`src/rtl/pc_sequencer.sv`:
```
// pc_sequencer
//   Registered program-counter sequencer. Each cycle it picks the next
//   instruction address from: sequential increment, branch target, jump
//   target, call target or return address. A small circular return-address
//   stack (RAS) serves call/ret, and a two-state RUN/HALT machine freezes the
//   sequencer once a halt instruction retires (only reset leaves HALT).
//
// Ports
//   clk        rising-edge clock
//   rst_n      asynchronous active-low reset
//   stall      hold all state this cycle (highest priority)
//   br_taken   conditional branch resolved taken, go to br_target
//   br_target  branch destination
//   jmp        unconditional jump to jmp_target
//   call       push pc+1 and go to jmp_target
//   jmp_target jump/call destination
//   ret        pop the RAS into pc
//   halt       halt instruction at the current pc
//   pc         current instruction address (registered)
//   ras_depth  number of valid RAS entries, 0..RAS_DEPTH
//   ras_ovf    sticky: call made while the RAS was full
//   ras_unf    sticky: ret made while the RAS was empty
//   halted     sequencer is in HALT
module pc_sequencer #(
  parameter int              PC_W      = 7,
  parameter int              RAS_DEPTH = 4,
  parameter logic [PC_W-1:0] RESET_PC  = '0
) (
  input  logic                         clk,
  input  logic                         rst_n,
  input  logic                         stall,
  input  logic                         br_taken,
  input  logic [PC_W-1:0]              br_target,
  input  logic                         jmp,
  input  logic                         call,
  input  logic [PC_W-1:0]              jmp_target,
  input  logic                         ret,
  input  logic                         halt,
  output logic [PC_W-1:0]              pc,
  output logic [$clog2(RAS_DEPTH):0]   ras_depth,
  output logic                         ras_ovf,
  output logic                         ras_unf,
  output logic                         halted
);

  localparam int PTR_W = $clog2(RAS_DEPTH);
  localparam int DEP_W = PTR_W + 1;
  localparam logic [DEP_W-1:0] DEPTH_FULL = DEP_W'(RAS_DEPTH);

  typedef enum logic {
    RUN  = 1'b0,
    HALT = 1'b1
  } state_t;

  state_t             state_reg, state_next;
  logic [PC_W-1:0]    pc_reg, pc_next;
  logic [PTR_W-1:0]   top_reg, top_next;
  logic [DEP_W-1:0]   depth_reg, depth_next;
  logic               ovf_reg, ovf_next;
  logic               unf_reg, unf_next;

  logic               push_en;
  logic [PTR_W-1:0]   push_addr;
  logic [PC_W-1:0]    pc_inc;

  // Return-address storage. Contents need no reset: an entry is only read
  // once a push has written it (depth tracks validity).
  logic [PC_W-1:0]    ras_mem [RAS_DEPTH];

  assign pc_inc    = pc_reg + 1'b1;
  // Push pre-increments the top pointer; when the stack is full this wraps
  // onto the oldest entry, which is exactly the overwrite we want.
  assign push_addr = top_reg + 1'b1;

  always_ff @(posedge clk) begin
    if (push_en) begin
      ras_mem[push_addr] <= pc_inc;
    end
  end

  always_ff @(posedge clk or negedge rst_n) begin
    if (!rst_n) begin
      state_reg <= RUN;
      pc_reg    <= RESET_PC;
      top_reg   <= '0;
      depth_reg <= '0;
      ovf_reg   <= 1'b0;
      unf_reg   <= 1'b0;
    end else begin
      state_reg <= state_next;
      pc_reg    <= pc_next;
      top_reg   <= top_next;
      depth_reg <= depth_next;
      ovf_reg   <= ovf_next;
      unf_reg   <= unf_next;
    end
  end

  // Next-state: strict priority stall > halt > ret > call > jmp > br_taken
  // > sequential. Lower-priority requests in the same cycle are dropped.
  always_comb begin
    state_next = state_reg;
    pc_next    = pc_reg;
    top_next   = top_reg;
    depth_next = depth_reg;
    ovf_next   = ovf_reg;
    unf_next   = unf_reg;
    push_en    = 1'b0;

    if (state_reg == RUN && !stall) begin
      if (halt) begin
        // pc stays on the halt instruction
        state_next = HALT;
      end else if (ret) begin
        if (depth_reg != '0) begin
          pc_next    = ras_mem[top_reg];
          top_next   = top_reg - 1'b1;
          depth_next = depth_reg - 1'b1;
        end else begin
          pc_next  = pc_inc;
          unf_next = 1'b1;
        end
      end else if (call) begin
        push_en  = 1'b1;
        top_next = push_addr;
        pc_next  = jmp_target;
        if (depth_reg == DEPTH_FULL) begin
          ovf_next = 1'b1;
        end else begin
          depth_next = depth_reg + 1'b1;
        end
      end else if (jmp) begin
        pc_next = jmp_target;
      end else if (br_taken) begin
        pc_next = br_target;
      end else begin
        pc_next = pc_inc;
      end
    end
  end

  assign pc        = pc_reg;
  assign ras_depth = depth_reg;
  assign ras_ovf   = ovf_reg;
  assign ras_unf   = unf_reg;
  assign halted    = (state_reg == HALT);

endmodule

```
`config.mk`:
```
export PLATFORM = sky130hd
export DESIGN_NAME = pc_sequencer
export DESIGN_NICKNAME = d
export VERILOG_FILES = /design/src/rtl/pc_sequencer.sv
export SDC_FILE = /design/constraint.sdc
export NUM_CORES = 1
export LEC_CHECK = 0
export CORE_ASPECT_RATIO = 1.1
export CORE_MARGIN = 1.5
export CORE_UTILIZATION = 55
export CTS_BUF_LIST = sky130_fd_sc_hd__clkbuf_8
export CTS_CLUSTER_SIZE = 16
export DETAILED_ROUTE_END_ITERATION = 16
export DONT_BUFFER_PORTS = 1
export PLACE_DENSITY = 0.81
export SYNTH_ARGS = -nofsm -noshare
export SYNTH_HDL_FRONTEND = slang
export SYNTH_SLANG_ARGS = --single-unit
```
`constraint.sdc`:
```
create_clock -name clk -period 2.25 [get_ports clk]
set_input_delay 0.45 -clock clk [delete_from_list [all_inputs] [get_ports clk]]
set_output_delay 0.45 -clock clk [all_outputs]
set_load 0.1 [all_outputs]
```
# --- After elaboration in Yosys (flattened, before gate mapping) ---
# Memories as Yosys holds them, arrays and structs flattened.
# Index checks and enable logic that the tools add are counted.
# W data, S select, Z words.
totals:
  inputBits: 22
  romBits: 0
  wordCells: 47
  output_inout_bits: 13
  ram_bits: 28
  reg_bits: 15
  latchBits: 0
  mem_count: 1
op_classes:
  multipliers: 0
  n_addsub: 5
  n_reduce_logical: 10
  n_lt_le_gt_ge: 0
  muxes: 18
  shifts: 0
  bitwise: 4
  div_mod_pow: 0
  n_eq_ne: 3
mem_list:
  columns: ["name", "words", "width", "rd", "rd_clocked_by_memory_dff", "wr", "line_no", "rtl"]
  rows:
  - ["ras_mem", 4, 7, 1, 0, 1, "68", "logic [PC_W-1:0] ras_mem [RAS_DEPTH];"]
ops:
  columns: ["op", "count"]
  rows:
  - ["$mux W7", 5]
  - ["$mux W3", 4]
  - ["$reduce_and A5 Y1", 2]
  - ["$reduce_and A4 Y1", 2]
  - ["$add A7 B1 Y7 const B", 1]
  - ["$mux W1", 6]
  - ["$mux W2", 3]
  - ["$not A1 Y1", 4]
  - ["$reduce_and A2 Y1", 2]
  - ["$add A3 B1 Y3 const B", 1]
  - ["$eq A3 B3 Y1 const B", 1]
  - ["$reduce_bool A3 Y1", 1]
  - ["$sub A3 B1 Y3 const B", 1]
  - ["$add A2 B1 Y2 const B", 1]
  - ["$ne A2 B1 Y1 const B", 1]
  - ["$ne A2 B2 Y1 const B", 1]
  - ["$reduce_bool A2 Y1", 1]
  - ["$sub A2 B1 Y2 const B", 1]
  - ["$logic_and A1 B1 Y1", 1]
  - ["$logic_not A1 Y1", 1]

# --- Logic depth before layout (Yosys ltp) ---
depth:
  ltp_word: 6
  ltp_mapped: 6
  mapped_depth_nobuf: 6

# --- Least setup slack after synthesis ---
# No wires, ideal clock.
synth_timing:
  kind: "register to register"
  from: "reg depth_reg[0] (netlist: ras_depth[0])"
  to: "reg depth_reg[2] (netlist: ras_depth[2])"
  arrival_ps: 2091
  stages_incl_launch_ff: 6
  path_buffers: 0
  required_ps: 2072
  setup_time_ps: 178
  slack_ps: -19
  period_less_slack_ps: 2269
  path_cell_list: "dfrtp_1 inv_1 fa_1 or2_2 o21ai_0 a31oi_1"
synth_between:
  elab_chain_len: 4
  elab_cells_between_ends: 11
  classes_between: "add/sub: 2; eq/ne: 3; mux: 4; reduce/logical: 2"
synth_rtl:
  columns: ["element", "line_no", "rtl"]
  rows:
  - ["start: declaration", "58", "logic [DEP_W-1:0] depth_reg, depth_next;"]
  - ["start signal: assignment", "93", "depth_reg <= depth_next;"]
  - ["$add A3 B1 Y3", "130", "depth_next = depth_reg + 1'b1;"]
  - ["$mux W3", "127", "if (depth_reg == DEPTH_FULL) begin"]
  - ["$mux W3", "123", "end else if (call) begin"]
  - ["$mux W3", "114", "end else if (ret) begin"]
# Several ways; a longest one is shown, not always the timed one. The select of a mux whose other input is x is not followed.
# A chain may end at the register's enable or synchronous reset.

# --- Worst setup path after layout ---
layout_timing:
  from: "reg state_reg (netlist: halted)"
  to: "mem ras_mem[1][6] (enable)"
layout_between:
  elab_chain_len: 5
layout_rtl:
  columns: ["element", "line_no", "rtl"]
  rows:
  - ["start: declaration", "55", "state_t state_reg, state_next;"]
  - ["start signal: assignment", "90", "state_reg <= state_next;"]
  - ["$not A1 Y1", "110", "if (state_reg == RUN && !stall) begin"]
  - ["$logic_and A1 B1 Y1", "110", null]
  - ["$mux W1", "110", null]
  - ["$mux W1", "76", "if (push_en) begin"]
  - ["$mux W1 (implied by the code)", "77", "ras_mem[push_addr] <= pc_inc;"]
  - ["end: declaration", "68", null]
# No other way between the ends.

==> flow_summary.html <==
<table>
<tr><th>Metric</th><th>Value</th></tr>
<tr><th colspan="2">Run status</th></tr>
<tr><td>Result of the run</td><td>finished, final reports clean</td></tr>
<tr><th colspan="2">Synthesis</th></tr>
<tr><td>Count of state elements after synthesis</td><td>43</td></tr>
<tr><td>Post-synthesis instance total</td><td>178</td></tr>
<tr><td>Net count after synthesis</td><td>206</td></tr>
<tr><td>Register area share after synthesis</td><td>55.3%</td></tr>
<tr><td>Count of flip-flops with a built-in enable after synthesis</td><td>28</td></tr>
<tr><td>Number of unique standard cell types used by synthesis</td><td>46</td></tr>
<tr><td>Most frequently used flop master after synthesis</td><td>sky130_fd_sc_hd__edfxtp_1</td></tr>
<tr><td>Synth Warn #</td><td>0</td></tr>
<tr><td>Synth Cell Area</td><td>0.00220 mm^2</td></tr>
<tr><td>Proportion of synthesized flip-flops having asynchronous set or reset</td><td>34.9%</td></tr>
<tr><td>Mean cell area of the mapped netlist</td><td>12.4 um^2</td></tr>
<tr><th colspan="2">Layout</th></tr>
<tr><td>Total of fill cells in the finished design</td><td>303</td></tr>
<tr><td>Total number of nets in the final design</td><td>219</td></tr>
<tr><td>Storage cell area</td><td>0.00122 mm^2</td></tr>
<tr><td>Area of combinational cells with multiple inputs</td><td>905 um^2</td></tr>
<tr><td>Max FFs per register</td><td>28</td></tr>
<tr><td>Area growth from synthesis to layout</td><td>9.78%</td></tr>
<tr><td>Share of final-layout standard cells stronger than drive strength 1</td><td>19.3%</td></tr>
<tr><td>Number of antenna diodes</td><td>0</td></tr>
<tr><td>Leading cell type in the layout, fill and taps excluded</td><td>sky130_fd_sc_hd__edfxtp_1</td></tr>
<tr><td>Most frequent cells in the layout</td><td>sky130_fd_sc_hd__edfxtp_1 (28), sky130_fd_sc_hd__dfrtp_1 (14), sky130_fd_sc_hd__o21ai_0 (13), sky130_fd_sc_hd__buf_4 (13), sky130_fd_sc_hd__nand2_1 (10)</td></tr>
<tr><th colspan="2">STA</th></tr>
<tr><td>Worst-Margin Slew</td><td>913 ps</td></tr>
<tr><td>Count of endpoints failing hold in the final timing report</td><td>0</td></tr>
<tr><td>Post-Route Skew</td><td>4.48 ps</td></tr>
<tr><td>Slew HR</td><td>39.1%</td></tr>
<tr><td>Final setup violation count</td><td>0</td></tr>
<tr><td>Final Max Slew Viols</td><td>0</td></tr>
<tr><td>Final setup TNS</td><td>0 ps</td></tr>
<tr><td>Part of the cycle the worst path needs</td><td>84.5%</td></tr>
<tr><td>Maximum clock frequency</td><td>526 MHz</td></tr>
<tr><td>Min cycle time layout</td><td>1900 ps</td></tr>
<tr><td>RSZ-0062 raised after global routing</td><td>no</td></tr>
<tr><th colspan="2">Clock network</th></tr>
<tr><td>Clk pin slew, worst setup/hold paths</td><td>80 ps</td></tr>
<tr><td>Number of sinks on the clock net</td><td>43</td></tr>
<tr><td>CTS max path bufs</td><td>2</td></tr>
<tr><td>H-tree depth</td><td>2</td></tr>
<tr><td>Num CTS Buffers</td><td>5</td></tr>
<tr><td>Quantity of gates resized following cts</td><td>0</td></tr>
<tr><td>Clock root buffer master</td><td>sky130_fd_sc_hd__clkbuf_8</td></tr>
<tr><td>Buffer count from post-CTS setup fixing</td><td>0</td></tr>
<tr><td>CTS tree</td><td>built</td></tr>
<tr><td>Insertion delay of the later-clocked pin in the worst-skew pair</td><td>290 ps</td></tr>
<tr><th colspan="2">Pwr</th></tr>
<tr><td>Overall power after layout</td><td>2.07 mW</td></tr>
<tr><td>Combinational fraction of design power</td><td>29.2%</td></tr>
<tr><td>Switching power total</td><td>0.771 mW</td></tr>
<tr><td>Leakage power</td><td>0.878 nW</td></tr>
<tr><td>Sequential Power Share</td><td>47.2%</td></tr>
<tr><td>Int Power</td><td>1.30 mW</td></tr>
<tr><td>Clk network pwr share</td><td>23.7%</td></tr>
<tr><td>Power density cells</td><td>859 mW/mm^2</td></tr>
<tr><td>Share of total power consumed by net switching</td><td>37.1%</td></tr>
<tr><td>Peak supply drop</td><td>605 uV</td></tr>
<tr><th colspan="2">Min path</th></tr>
<tr><td>Hold EP</td><td>pc[0]$_DFFE_PN0P_</td></tr>
<tr><td>Worst Hold Class</td><td>input pin to flip-flop</td></tr>
<tr><td>Number of cells on the worst hold path</td><td>1</td></tr>
<tr><td>Hold_sp</td><td>ret</td></tr>
<tr><th colspan="2">Worst setup path</th></tr>
<tr><td>Critical Path Start</td><td>halted$_DFFE_PN0P_</td></tr>
<tr><td>Library cell contributing the largest single delay on the critical path</td><td>sky130_fd_sc_hd__or3_1</td></tr>
<tr><td>Length in cells of the worst reg-to-reg path</td><td>3</td></tr>
<tr><td>Critical path arrival</td><td>1860 ps</td></tr>
<tr><td>Critical path class</td><td>flip-flop to flip-flop</td></tr>
<tr><td>Slowest stage delay, CP</td><td>460 ps</td></tr>
<tr><td>Endpoint class of the critical path</td><td>flip-flop</td></tr>
<tr><td>Worst flop-to-flop path startpoint</td><td>halted$_DFFE_PN0P_</td></tr>
<tr><td>Maximum fanout encountered on the critical timing path</td><td>7</td></tr>
<tr><td>R2R setup slack</td><td>350 ps</td></tr>
<tr><td>Data required, critical path</td><td>2210 ps</td></tr>
<tr><td>Top cell family by delay on the critical path</td><td>simple AND/OR/NAND/NOR gates</td></tr>
<tr><td>Sum of buffers and inverters on the critical path</td><td>0</td></tr>
<tr><td>Crit Reg-Reg Endpoint</td><td>ras_mem[1][6]$_DFFE_PP_</td></tr>
<tr><td>Nature of the critical path startpoint</td><td>flip-flop</td></tr>
<tr><td>Cell Chain, Critical Path</td><td>or3_1, nor2_2, and3_1</td></tr>
<tr><th colspan="2">Route</th></tr>
<tr><td>Number of design rule violations left after detail routing</td><td>0</td></tr>
<tr><td>Number of detailed-route iterations in the first pass</td><td>4</td></tr>
<tr><td>Routed length per placed instance</td><td>19.1 um</td></tr>
<tr><td>Number of DRC violations after detailed-routing iteration 0</td><td>81</td></tr>
<tr><td>Antenna Violating Nets Remaining</td><td>0</td></tr>
<tr><td>Detail-routed via count per cell</td><td>6.38</td></tr>
<tr><td>Total detailed-routing wirelength</td><td>4620 um</td></tr>
<tr><td>Vias post-DR</td><td>1,543</td></tr>
<tr><th colspan="2">Floorplan</th></tr>
<tr><td>Core Footprint</td><td>0.00374 mm^2</td></tr>
<tr><td>Die H</td><td>69.3 um</td></tr>
<tr><td>Starting density of the core</td><td>58.8%</td></tr>
<tr><td>IO Pins</td><td>35</td></tr>
<tr><td>Die area</td><td>0.00439 mm^2</td></tr>
<tr><td># rows</td><td>23</td></tr>
<tr><td>Horizontal die dimension</td><td>63.3 um</td></tr>
<tr><th colspan="2">GRT</th></tr>
<tr><td>Via count of the first global-routing pass</td><td>1,528</td></tr>
<tr><td>Total global-route track usage</td><td>22.4%</td></tr>
<tr><td>Antenna violations before repair</td><td>0</td></tr>
<tr><td>Total grt overflow</td><td>0</td></tr>
<tr><td>Global-route wire length before repair</td><td>7530 um</td></tr>
<tr><td>Largest net degree at the start of global routing</td><td>16</td></tr>
<tr><th colspan="2">Placement</th></tr>
<tr><td>HPWL after detailed placement</td><td>3470 um</td></tr>
<tr><td>Placer's final routability congestion estimate</td><td>0.875</td></tr>
<tr><td>Number of buffers added on ports</td><td>0</td></tr>
<tr><th colspan="2">Job</th></tr>
<tr><td>Max-Cap Viols</td><td>0</td></tr>
</table>
==> synthesized netlist by cell type, drive strengths merged (3+ instances only) <==
cell / number / area [um^2]
nor2: 10 / 40.0
a211oi: 4 / 30.0
dfrtp: 15 / 375
ha: 5 / 62.6
o211ai: 3 / 22.5
or2: 3 / 18.8
clkbuf: 3 / 11.3
nor3: 6 / 40.0
a21oi: 7 / 35.0
mux2i: 3 / 30.0
mux4: 7 / 158
edfxtp: 28 / 841
xnor2: 4 / 35.0
nand2: 10 / 37.5
o21ai: 16 / 80.1
inv: 8 / 30.0
buf: 5 / 37.5
and3: 4 / 25.0
a41o: 3 / 30.0
nand3: 7 / 35.0
==> worst max path at each step <==
stage / to / slack (ps) / cells after the start
floorplan: pc[4]$_DFFE_PN0P_ / 40 / 5
global placement: ras_mem[1][3]$_DFFE_PP_ / 390 / 3
detailed placement: ras_mem[1][3]$_DFFE_PP_ / 310 / 3
CTS: ras_mem[1][6]$_DFFE_PP_ / 370 / 3
global route: pc[4]$_DFFE_PN0P_ / 180 / 5
finish: ras_mem[1][6]$_DFFE_PP_ / 350 / 3
==> cells by family (layout without fill, tap and decap cells) <==
family	count (synthesis)	in the layout	synth area share [%]
DFF	43	43	55.3
buffers and inverters	16	30	3.58
AOI/OAI and AO/OA	50	50	15.4
muxes	10	10	8.53
xor gates and xnor gates	5	5	1.99
adders and majority gates	6	6	3.75
and+or+nand+nor	48	48	11.4
==> power by group through the flow <==
| stage | logic [mW] | clock network (mW) | registers [mW] |
|---|---|---|---|
| final | 0.605 | 0.491 | 0.978 |
| after global routing | 0.638 | 0.528 | 0.985 |
| after CTS | 0.603 | 0.501 | 0.978 |
| after detailed placement | 0.594 | 0 | 0.996 |
| after global placement | 0.582 | 0 | 0.991 |
| after floorplan | 0.289 | 0 | 1.19 |
==> area by class of cell <==
cell class                 count  share of cell area [%]
tap                           50                    2.59
timing repair buffer          14                    4.46
multi-input combinational    119                    37.5
sequential                    43                    50.4
inverter                       8                    1.24
clock inverter                 3                   0.984
clock buffer                   5                    2.85
==> repair_timing <==
item	in CTS	in global routing
hold buffers	1	0
setup endpoints to repair	0	0
hold endpoints to repair	15	0
==> stage by stage <==
stage | utilization, % | cells | hold WS, ps | worst slack, ps | instance area, um^2
3_5_place_dp | 61.8 | 233 | 155 | 308 | 2310
5_1_grt | 64.5 | 242 | 225 | 177 | 2410
6_report | 64.5 | 242 | 234 | 349 | 2410
3_3_place_gp | 61.8 | 233 | 155 | 386 | 2310
4_1_cts | 64.5 | 242 | 227 | 367 | 2410
2_1_floorplan | - | 178 | 154 | 41.2 | 2200
==> worst register-to-register path, cell delays in order (launching register included) <==
cell and delay, ps:
sky130_fd_sc_hd__dfrtp_1 420, sky130_fd_sc_hd__or3_1 460, sky130_fd_sc_hd__nor2_2 260, sky130_fd_sc_hd__and3_1 420
==> metal layers <==
layer | GRT usage (%) | vias to the layer above | routed length [um]
li1 | - | 710 | -
met1 | 29.2 | 762 | 1930
met2 | 37.5 | 65 | 2360
met3 | 3.90 | 6 | 267
met4 | 8.45 | 0 | 59
met5 | 0 | - | 0
(Power assumes the default switching activity.)
